`src/rtl/cis_dvp_capture_if.sv`:
```
// Pixel stream handshake between the DVP capture block and the downstream ISP.
// Signal suffixes are named from the capture block's point of view.
interface cis_dvp_capture_if #(
   parameter int DW = 10
) ();
   logic          pix_valid_o;
   logic          pix_ready_i;
   logic [DW-1:0] pix_data_o;
   logic          pix_sof_o;
   logic          pix_eol_o;

   modport master (
      output pix_valid_o,
      output pix_data_o,
      output pix_sof_o,
      output pix_eol_o,
      input  pix_ready_i
   );

   modport slave (
      input  pix_valid_o,
      input  pix_data_o,
      input  pix_sof_o,
      input  pix_eol_o,
      output pix_ready_i
   );
endinterface

```
`src/rtl/cis_dvp_capture.sv`:
```
// Oversampling DVP camera capture: synchronizes the sensor bus, frames pixels
// into {sof, eol, data} words, buffers them in a show-ahead FIFO and generates XCLK.
module cis_dvp_capture #(
   parameter int DW         = 10,
   parameter int FIFO_DEPTH = 8
) (
   input  logic              wb_clk_i,
   input  logic              wb_rst_ni,
   input  logic              cis_pclk_i,
   input  logic              cis_href_i,
   input  logic              cis_vsync_i,
   input  logic [DW-1:0]     cis_data_i,
   output logic              cis_xclk_o,
   input  logic              cap_en_i,
   input  logic [3:0]        xclk_div_i,
   input  logic              ovf_clr_i,
   output logic [15:0]       frame_cnt_o,
   output logic              ovf_o,
   output logic              frm_err_o,
   cis_dvp_capture_if.master pix_if
);

   localparam int AW = $clog2(FIFO_DEPTH);
   localparam int WW = DW + 2;
   localparam logic [AW:0] PTR_ONE = {{AW{1'b0}}, 1'b1};

   localparam logic [1:0] ST_IDLE     = 2'd0;
   localparam logic [1:0] ST_WAIT_SOF = 2'd1;
   localparam logic [1:0] ST_CAPTURE  = 2'd2;

   // [0],[1] form the synchronizer, [2] is the delayed copy for edge detection
   logic [2:0]    pclk_q, href_q, vsync_q;
   logic [DW-1:0] data_s1_q, data_s2_q;

   logic [1:0]    state_q, state_d;
   logic          hold_vld_q, hold_vld_d;
   logic [DW-1:0] hold_data_q, hold_data_d;
   logic          sof_pend_q, sof_pend_d;
   logic [15:0]   frame_cnt_q, frame_cnt_d;
   logic          ovf_q, frm_err_q;

   logic [WW-1:0] mem_q [FIFO_DEPTH];
   logic [AW:0]   wr_ptr_q, rd_ptr_q;

   logic [3:0]    xclk_cnt_q, xclk_div_q;
   logic          xclk_q;

   logic          pclk_rise, href_fall, vsync_rise, vsync_fall;
   logic          push_req, push_eol, frm_err_set;
   logic [DW-1:0] push_data;
   logic          fifo_empty, fifo_full, pop, push_ok, ovf_set;

   assign pclk_rise  = pclk_q[1] & ~pclk_q[2];
   assign href_fall  = ~href_q[1] & href_q[2];
   assign vsync_rise = vsync_q[1] & ~vsync_q[2];
   assign vsync_fall = ~vsync_q[1] & vsync_q[2];

   always_ff @(posedge wb_clk_i or negedge wb_rst_ni) begin
      if (!wb_rst_ni) begin
         pclk_q    <= '0;
         href_q    <= '0;
         vsync_q   <= '0;
         data_s1_q <= '0;
         data_s2_q <= '0;
      end else begin
         pclk_q    <= {pclk_q[1:0], cis_pclk_i};
         href_q    <= {href_q[1:0], cis_href_i};
         vsync_q   <= {vsync_q[1:0], cis_vsync_i};
         data_s1_q <= cis_data_i;
         data_s2_q <= data_s1_q;
      end
   end

   always_comb begin
      state_d     = state_q;
      hold_vld_d  = hold_vld_q;
      hold_data_d = hold_data_q;
      sof_pend_d  = sof_pend_q;
      frame_cnt_d = frame_cnt_q;
      push_req    = 1'b0;
      push_eol    = 1'b0;
      push_data   = hold_data_q;
      frm_err_set = 1'b0;
      case (state_q)
         ST_IDLE: begin
            if (cap_en_i) state_d = ST_WAIT_SOF;
         end
         ST_WAIT_SOF: begin
            if (!cap_en_i) begin
               state_d = ST_IDLE;
            end else if (vsync_fall) begin
               state_d    = ST_CAPTURE;
               sof_pend_d = 1'b1;
               hold_vld_d = 1'b0;
            end
         end
         ST_CAPTURE: begin
            // Frame end wins over any pixel landing in the same cycle
            if (vsync_rise) begin
               push_req    = hold_vld_q;
               push_eol    = 1'b1;
               hold_vld_d  = 1'b0;
               frame_cnt_d = frame_cnt_q + 16'd1;
               frm_err_set = href_q[1];
               state_d     = cap_en_i ? ST_WAIT_SOF : ST_IDLE;
            end else if (pclk_rise && href_q[1]) begin
               push_req    = hold_vld_q;
               hold_data_d = data_s2_q;
               hold_vld_d  = 1'b1;
            end else if (href_fall && hold_vld_q) begin
               push_req   = 1'b1;
               push_eol   = 1'b1;
               hold_vld_d = 1'b0;
            end
         end
         default: state_d = ST_IDLE;
      endcase
      if (push_req) sof_pend_d = 1'b0;
   end

   assign fifo_empty = (wr_ptr_q == rd_ptr_q);
   assign fifo_full  = (wr_ptr_q[AW] != rd_ptr_q[AW]) &&
                       (wr_ptr_q[AW-1:0] == rd_ptr_q[AW-1:0]);
   assign pop        = ~fifo_empty & pix_if.pix_ready_i;
   assign push_ok    = push_req & (~fifo_full | pop);
   assign ovf_set    = push_req & fifo_full & ~pop;

   always_ff @(posedge wb_clk_i or negedge wb_rst_ni) begin
      if (!wb_rst_ni) begin
         state_q     <= ST_IDLE;
         hold_vld_q  <= 1'b0;
         hold_data_q <= '0;
         sof_pend_q  <= 1'b0;
         frame_cnt_q <= '0;
         ovf_q       <= 1'b0;
         frm_err_q   <= 1'b0;
         wr_ptr_q    <= '0;
         rd_ptr_q    <= '0;
      end else begin
         state_q     <= state_d;
         hold_vld_q  <= hold_vld_d;
         hold_data_q <= hold_data_d;
         sof_pend_q  <= sof_pend_d;
         frame_cnt_q <= frame_cnt_d;
         ovf_q       <= (ovf_q & ~ovf_clr_i) | ovf_set;
         frm_err_q   <= (frm_err_q & ~ovf_clr_i) | frm_err_set;
         if (push_ok) wr_ptr_q <= wr_ptr_q + PTR_ONE;
         if (pop)     rd_ptr_q <= rd_ptr_q + PTR_ONE;
      end
   end

   // Storage is not reset; the output mux masks it while the FIFO is empty
   always_ff @(posedge wb_clk_i) begin
      if (push_ok) mem_q[wr_ptr_q[AW-1:0]] <= {sof_pend_q, push_eol, push_data};
   end

   assign pix_if.pix_valid_o = ~fifo_empty;
   assign {pix_if.pix_sof_o, pix_if.pix_eol_o, pix_if.pix_data_o} =
      fifo_empty ? '0 : mem_q[rd_ptr_q[AW-1:0]];

   // Divider value is latched at each toggle so a change applies from the next half-period
   always_ff @(posedge wb_clk_i or negedge wb_rst_ni) begin
      if (!wb_rst_ni) begin
         xclk_cnt_q <= '0;
         xclk_div_q <= '0;
         xclk_q     <= 1'b0;
      end else if (xclk_cnt_q >= xclk_div_q) begin
         xclk_cnt_q <= '0;
         xclk_div_q <= xclk_div_i;
         xclk_q     <= ~xclk_q;
      end else begin
         xclk_cnt_q <= xclk_cnt_q + 4'd1;
      end
   end

   assign cis_xclk_o  = xclk_q;
   assign frame_cnt_o = frame_cnt_q;
   assign ovf_o       = ovf_q;
   assign frm_err_o   = frm_err_q;

endmodule

```
`src/flat_wrapper.sv`:
```
// flat-port wrapper written by rule: the top's interface ports become plain ports
module cis_dvp_capture_flat 
#(
   parameter int DW         = 10,
   parameter int FIFO_DEPTH = 8
)
  (wb_clk_i, wb_rst_ni, cis_pclk_i, cis_href_i, cis_vsync_i, cis_data_i, cis_xclk_o, cap_en_i, xclk_div_i, ovf_clr_i, frame_cnt_o, ovf_o, frm_err_o, pix_if_pix_valid_o, pix_if_pix_data_o, pix_if_pix_sof_o, pix_if_pix_eol_o, pix_if_pix_ready_i);
  cis_dvp_capture_if #(.DW(DW)) pix_if_i ();
  input  logic wb_clk_i;
  input  logic wb_rst_ni;
  input  logic cis_pclk_i;
  input  logic cis_href_i;
  input  logic cis_vsync_i;
  input  logic [DW-1:0] cis_data_i;
  output logic cis_xclk_o;
  input  logic cap_en_i;
  input  logic [3:0] xclk_div_i;
  input  logic ovf_clr_i;
  output logic [15:0] frame_cnt_o;
  output logic ovf_o;
  output logic frm_err_o;
  output wire logic [$bits(pix_if_i.pix_valid_o)-1:0] pix_if_pix_valid_o;
  output wire logic [$bits(pix_if_i.pix_data_o)-1:0] pix_if_pix_data_o;
  output wire logic [$bits(pix_if_i.pix_sof_o)-1:0] pix_if_pix_sof_o;
  output wire logic [$bits(pix_if_i.pix_eol_o)-1:0] pix_if_pix_eol_o;
  input wire logic [$bits(pix_if_i.pix_ready_i)-1:0] pix_if_pix_ready_i;
  assign pix_if_pix_valid_o = pix_if_i.pix_valid_o;
  assign pix_if_pix_data_o = pix_if_i.pix_data_o;
  assign pix_if_pix_sof_o = pix_if_i.pix_sof_o;
  assign pix_if_pix_eol_o = pix_if_i.pix_eol_o;
  assign pix_if_i.pix_ready_i = pix_if_pix_ready_i;
  cis_dvp_capture #(.DW(DW), .FIFO_DEPTH(FIFO_DEPTH)) u_core (.wb_clk_i(wb_clk_i), .wb_rst_ni(wb_rst_ni), .cis_pclk_i(cis_pclk_i), .cis_href_i(cis_href_i), .cis_vsync_i(cis_vsync_i), .cis_data_i(cis_data_i), .cis_xclk_o(cis_xclk_o), .cap_en_i(cap_en_i), .xclk_div_i(xclk_div_i), .ovf_clr_i(ovf_clr_i), .frame_cnt_o(frame_cnt_o), .ovf_o(ovf_o), .frm_err_o(frm_err_o), .pix_if(pix_if_i));
endmodule
```
`config.mk`:
```
export PLATFORM = sky130hd
export DESIGN_NAME = cis_dvp_capture_flat
export DESIGN_NICKNAME = d
export VERILOG_FILES = /design/src/rtl/cis_dvp_capture_if.sv /design/src/rtl/cis_dvp_capture.sv /design/src/flat_wrapper.sv
export SDC_FILE = /design/constraint.sdc
export NUM_CORES = 1
export LEC_CHECK = 0
export CORE_ASPECT_RATIO = 0.75
export CORE_MARGIN = 3
export CORE_UTILIZATION = 60
export CTS_BUF_LIST = sky130_fd_sc_hd__clkbuf_2
export CTS_CLUSTER_DIAMETER = 60
export CTS_CLUSTER_SIZE = 14
export DETAILED_ROUTE_END_ITERATION = 8
export PLACE_DENSITY_LB_ADDON = 0.1
export SYNTH_ARGS = -nofsm -noshare
export SYNTH_HDL_FRONTEND = slang
export SYNTH_SLANG_ARGS = --single-unit
```
`constraint.sdc`:
```
create_clock -name wb_clk_i -period 5.73 [get_ports wb_clk_i]
set_input_delay 1.719 -clock wb_clk_i [delete_from_list [all_inputs] [get_ports wb_clk_i]]
set_output_delay 1.719 -clock wb_clk_i [all_outputs]
set_load 0.01 [all_outputs]
```
After elaboration in Yosys (flattened, before gate mapping):

Memory sizes are Yosys's and may differ from the RTL's.
Index checks and enable logic that the tools add are counted.

* register bits after elaboration: 78
* bits in writable memories: 96
* input port bits: 22
* output and inout bits: 32
* word-level logic and storage cells: 99
* memories kept: 1

* $add $sub $neg: 4
* order comparisons: 1
* equal/unequal tests: 11
* multiplexer cells: 29
* bitwise operators: 23
* reduce and logical (&&, ||, !) cells: 13

Memories
* u_core.mem_q: depth 8, bits a word 12, rd ports 1, clocked after memory_dff 0, wr ports 1, RTL line cis_dvp_capture.sv:42 `logic [WW-1:0] mem_q [FIFO_DEPTH];`

Operator list (number)
* 1-bit two-way mux: 21
* 16-bit by 1-bit adder with 16-bit output, second input constant: 1
* 4-bit by 1-bit adder with 4-bit output, second input constant: 3
* 12-bit two-way mux: 1
* 1-bit AND: 10
* 1-bit NOT: 10
* 3-bit AND reduction: 3
* 2-bit two-way mux: 4
* 2-bit nonzero test: 4
* 2-bit one-hot mux with 3 select lines: 1
* 4-bit == test: 1
* 4-bit >= comparator: 1
* 4-bit two-way mux: 1
* 2-bit by 1-bit inequality test with 1-bit output, second input constant: 2
* 2-bit inequality test, second input constant: 2
* 4-bit by 1-bit inequality test with 1-bit output, second input constant: 1
* 4-bit AND reduction: 1
* 3-bit == test: 1
* 1-bit logical AND: 3
* 3-bit by 2-bit inequality test with 1-bit output, second input constant: 1
* 1-bit OR: 3
* 2-bit by 1-bit == test with 1-bit output, second input constant: 1
* 2-bit == test, second input constant: 1
* 2-bit logical NOT: 1
* 3 further kinds: 3

Longest topological paths before layout:

Gate-level depths: netlist (run 1).

* depth in word-level cells: 10
* depth in mapped cells: 7
* mapped depth without buffers: 7

Least setup slack after synthesis (run 1):

No wires, ideal clock.

* kind: in2reg
* start: in pix_if_pix_ready_i
* end: mem u_core.mem_q[0][0] (netlist name), enable pin
* setup time: 0.412 ns
* arrival: 3.153 ns
* required time: 5.318 ns
* path slack: 2.165 ns
* cell stages on the path: 3
* path buffers: 0
* cell sequence: or2_2 > o21ai_2 > nor4_1

* word-level cells in the longest chain between the ends: 5

Ends and longest elaborated chain
* start: declaration: RTL line flat_wrapper.sv:26 `input wire logic [$bits(pix_if_i.pix_ready_i)-1:0] pix_if_pix_ready_i;`
* 1-bit AND: RTL line cis_dvp_capture.sv:124 `assign pop = ~fifo_empty & pix_if.pix_ready_i;`
* 1-bit OR: RTL line cis_dvp_capture.sv:125 `assign push_ok = push_req & (~fifo_full | pop);`
* 1-bit AND: RTL line cis_dvp_capture.sv:125
* 1-bit two-way mux: RTL line cis_dvp_capture.sv:154 `if (push_ok) mem_q[wr_ptr_q[AW-1:0]] <= {sof_pend_q, push_eol, push_data};`
* 1-bit two-way mux (implied by the code): RTL line cis_dvp_capture.sv:154
* end: declaration: RTL line cis_dvp_capture.sv:42

No other way between the ends.

Worst setup path after layout (run 1):

* start: reg u_core.rd_ptr_q[0]
* end: out pix_if_pix_valid_o

* word-level cells in the longest chain between the ends: 2

Ends and longest elaborated chain
* start: declaration: RTL line cis_dvp_capture.sv:43 `logic [AW:0] wr_ptr_q, rd_ptr_q;`
* start signal: assignment: RTL line cis_dvp_capture.sv:148 `if (pop) rd_ptr_q <= rd_ptr_q + PTR_ONE;`
* 4-bit == test: RTL line cis_dvp_capture.sv:121 `assign fifo_empty = (wr_ptr_q == rd_ptr_q);`
* 1-bit NOT: RTL line cis_dvp_capture.sv:157 `assign pix_if.pix_valid_o = ~fifo_empty;`
* end: declaration: RTL line flat_wrapper.sv:22 `output wire logic [$bits(pix_if_i.pix_valid_o)-1:0] pix_if_pix_valid_o;`

No other way between the ends.

==> results of run 1 <==
==> state kept, by name, indices dropped and copies added (netlist names), 2 cells and up <==
signal,cells
u_core.state_q,2
u_core.hold_data_q,10
u_core.href_q,3
u_core.pclk_q,3
u_core.data_s2_q,10
u_core.xclk_cnt_q,4
u_core.wr_ptr_q,4
u_core.data_s1_q,10
u_core.vsync_q,3
u_core.mem_q,96
u_core.xclk_div_q,4
u_core.frame_cnt_o,16
u_core.rd_ptr_q,4
==> worst paths after layout <==
check	startpoint	end	slack [ns]	cells after the start
min in group asynchronous	wb_rst_ni	u_core.rd_ptr_q[1]	1.10	1
min reg2reg	u_core.data_s1_q[0]	u_core.data_s2_q[0]	0.36	0
max	u_core.rd_ptr_q[0]	pix_if_pix_valid_o	0.84	6
max reg2reg	u_core.vsync_q[2]	u_core.mem_q[7][7]	3.15	5
max in group asynchronous	wb_rst_ni	u_core.hold_data_q[6]	3.97	1
min	u_core.data_s1_q[0]	u_core.data_s2_q[0]	0.36	0
==> cell type report <==
class	instances	area, um2
Multi-Input combinational cell	183	1740
Clock buffer	18	90.1
Tap cell	136	170
Fill cell	699	2930
Timing Repair Buffer	63	603
Clock inverter	14	163
Sequential cell	174	4830
Inverter	10	37.5
==> per-layer routing <==
metal / up-vias / share of wire [%] / wire length, um
met5: - / 0 / 0
met1: 1713 / 45 / 5100
met4: 0 / 1.2 / 138
li1: 1544 / - / -
met3: 14 / 5.1 / 570
met2: 72 / 48 / 5410
==> power groups by stage <==
stage,Combinational [uW],Clock [uW],Sequential (uW)
after floorplan,587,0,1510
after global placement,867,0,1520
after detailed placement,891,0,1520
after CTS,894,676,1500
after global routing,965,728,1510
final,872,664,1500
==> per-stage QoR <==
stage / instances / hold WS (ns) / cell area [um2]
final: 598 / 0.359 / 7640
after global routing: 598 / 0.383 / 7640
after CTS: 598 / 0.364 / 7640
after detailed placement: 566 / 0.336 / 7390
after global placement: 566 / 0.331 / 7390
after floorplan: 380 / 0.331 / 6670
==> cell families (layout without fill, tap and decap cells) <==
group | after synthesis | in the layout | share of synthesized area [%]
flops | 174 | 174 | 72.5
simple gates | 80 | 80 | 6.40
mux | 53 | 53 | 12.8
xor+xnor | 27 | 27 | 3.55
buf+inv | 23 | 105 | 1.60
compound gates | 15 | 15 | 1.65
fa+ha+maj | 8 | 8 | 1.50
==> cell usage after synthesis (3+ instances only) <==
library cell  number
a21o_1             3
and2_1             4
buf_2              6
dfrtp_1           78
edfxtp_1          96
ha_1               8
inv_1             10
mux2_2            17
mux2i_1           12
mux4_2            24
nand2_1           14
nand2b_1           6
nand3_1            4
nand4_1            7
nor2_1            22
nor2_2             3
nor3_1             7
xnor2_1           16
xor2_1            11
==> impl_metrics.yaml, run 1 <==
clock_network:
  cts-htree-levels: 4
  postCtsResizedCells: 0
  tritoncts: "yes"
  cts_hold_buffers: 0
  numCtsBuffers: 17
  clock_path_buffers: 2
  clock_latency_ns: 0.72
  cts_sinks: 174
  cts_root_buf: "clkbuf_2"
  clkTransAtPathRegs_ns: 0.24
  post_cts_buffers: 0
route:
  post_drt_wl_per_cell_um: 18.7
  drt_iter0_drc: 210
  totalWireLength_um: 11200
  drtAntennaViolNets: 0
  vias: 3343
  firstDrtPassIters: 4
  vias_per_cell: 5.59
  drc_errors: 0
global_route:
  met1_usage_pct: 28.5
  antenna_found_initial: 0
  first_global_vias: 3505
  top_usage_layer: "met2"
  grt_overflow: 0
  grt.total_usage_pct: 19.6
  use_met2_pct: 29.6
  grtUsageMet3_pct: 4.56
  grt_pass1_wl_um: 18300
  grt_max_degree: 79
placed_design:
  io_buffers: 53
  post-place-ws_ns: 1.52
  place_congestion: 0.721
  dp_hpwl_um: 7130
floorplanning:
  start_util_pct: 63.1
  die_y_um: 97.3
  die_x_um: 128
  io_pins: 54
  core_um2: 10600
  num_rows: 32
  die-area_um2: 12400
timing:
  worst_slack_ns: 0.836
  drv_slew: 0
  tns_ns: 0
  slew-limit-headroom_pct: 26.5
  fmax_mhz: 204
  skew_ns: 0.0464
  period_needed_ns: 4.89
  finalCritPeriodShare_pct: 85.4
  rsz0062_at_grt: "no"
  tightest_slew_ns: 1.10
  hold_viol: 0
  setup_viol_count_final: 0
critical_path:
  crit_chain: "buf_4, xnor2_1, nand3_1, nor2b_2, inv_1, clkdlybuf4s50_1"
  worstPathRequired_ns: 4.01
  cp-end-kind: "output pin"
  critical_path_arrival_ns: 3.18
  critPathLaunchType: "flip-flop"
  max_stage_delay_ns: 0.59
  crit_family: "buffers and inverters"
  path_max_fanout: 28
  slowest_stage: "nor2b_2"
  crit_type: "reg2out"
  path_buf_inv: 3
cells_and_area:
  finalNetCount: 479
  fin_util_pct: 72.3
  layout_commonest_cell: "edfxtp_1"
  final_layout_size_suffix_gt1_share_pct: 19.9
  final_cell_mix: "edfxtp_1, dfrtp_1, clkdlybuf4s50_1, mux4_2, nor2_1"
  syn_to_final_growth_pct: 14.6
  diodes: 0
power:
  p_int_uw: 2150
  vdd_ir_drop_max_uv: 275
  combPwrFrac_pct: 28.7
  power.total_uw: 3030
  power_frac_seq_pct: 49.4
  power_frac_clock_pct: 21.9
  p_leak_uw: 0.00298
  p_sw_share_pct: 29.0
  p_per_area_nw_per_um2: 397
  p_sw_uw: 880
synthesis:
  synth_edf_count: 96
  syn_inst: 380
  syn_nets: 410
  syn_avg_cell_area_um2: 17.5
  async_flop_share_pct: 44.8
  ys.warnings.count: 0
  yosys-top-cells-area: "edfxtp_1, dfrtp_1, mux4_2"
  yosysSeqAreaShare_pct: 72.5
  synth_area_leader_cell: "edfxtp_1"
  synth.distinct_cells: 44
  synthFlopType: "edfxtp_1"
  netlist_area_um2: 6670
  ys_ff_latch: 174
  yosysTopAreaCellShare_pct: 43.2
run:
  cap_violations: 0
run_status:
  status: "completed"
min_path:
  hold_path.class: "reg2reg"
Note: power is estimated with default switching activity, not from simulation.
==> run 2: changes to the inputs <==
Settings changed: CTS_CLUSTER_SIZE 14 to 10.
==> results of run 2 <==
Same layout as run 1: the final DEF is identical, and so are final timing and power.
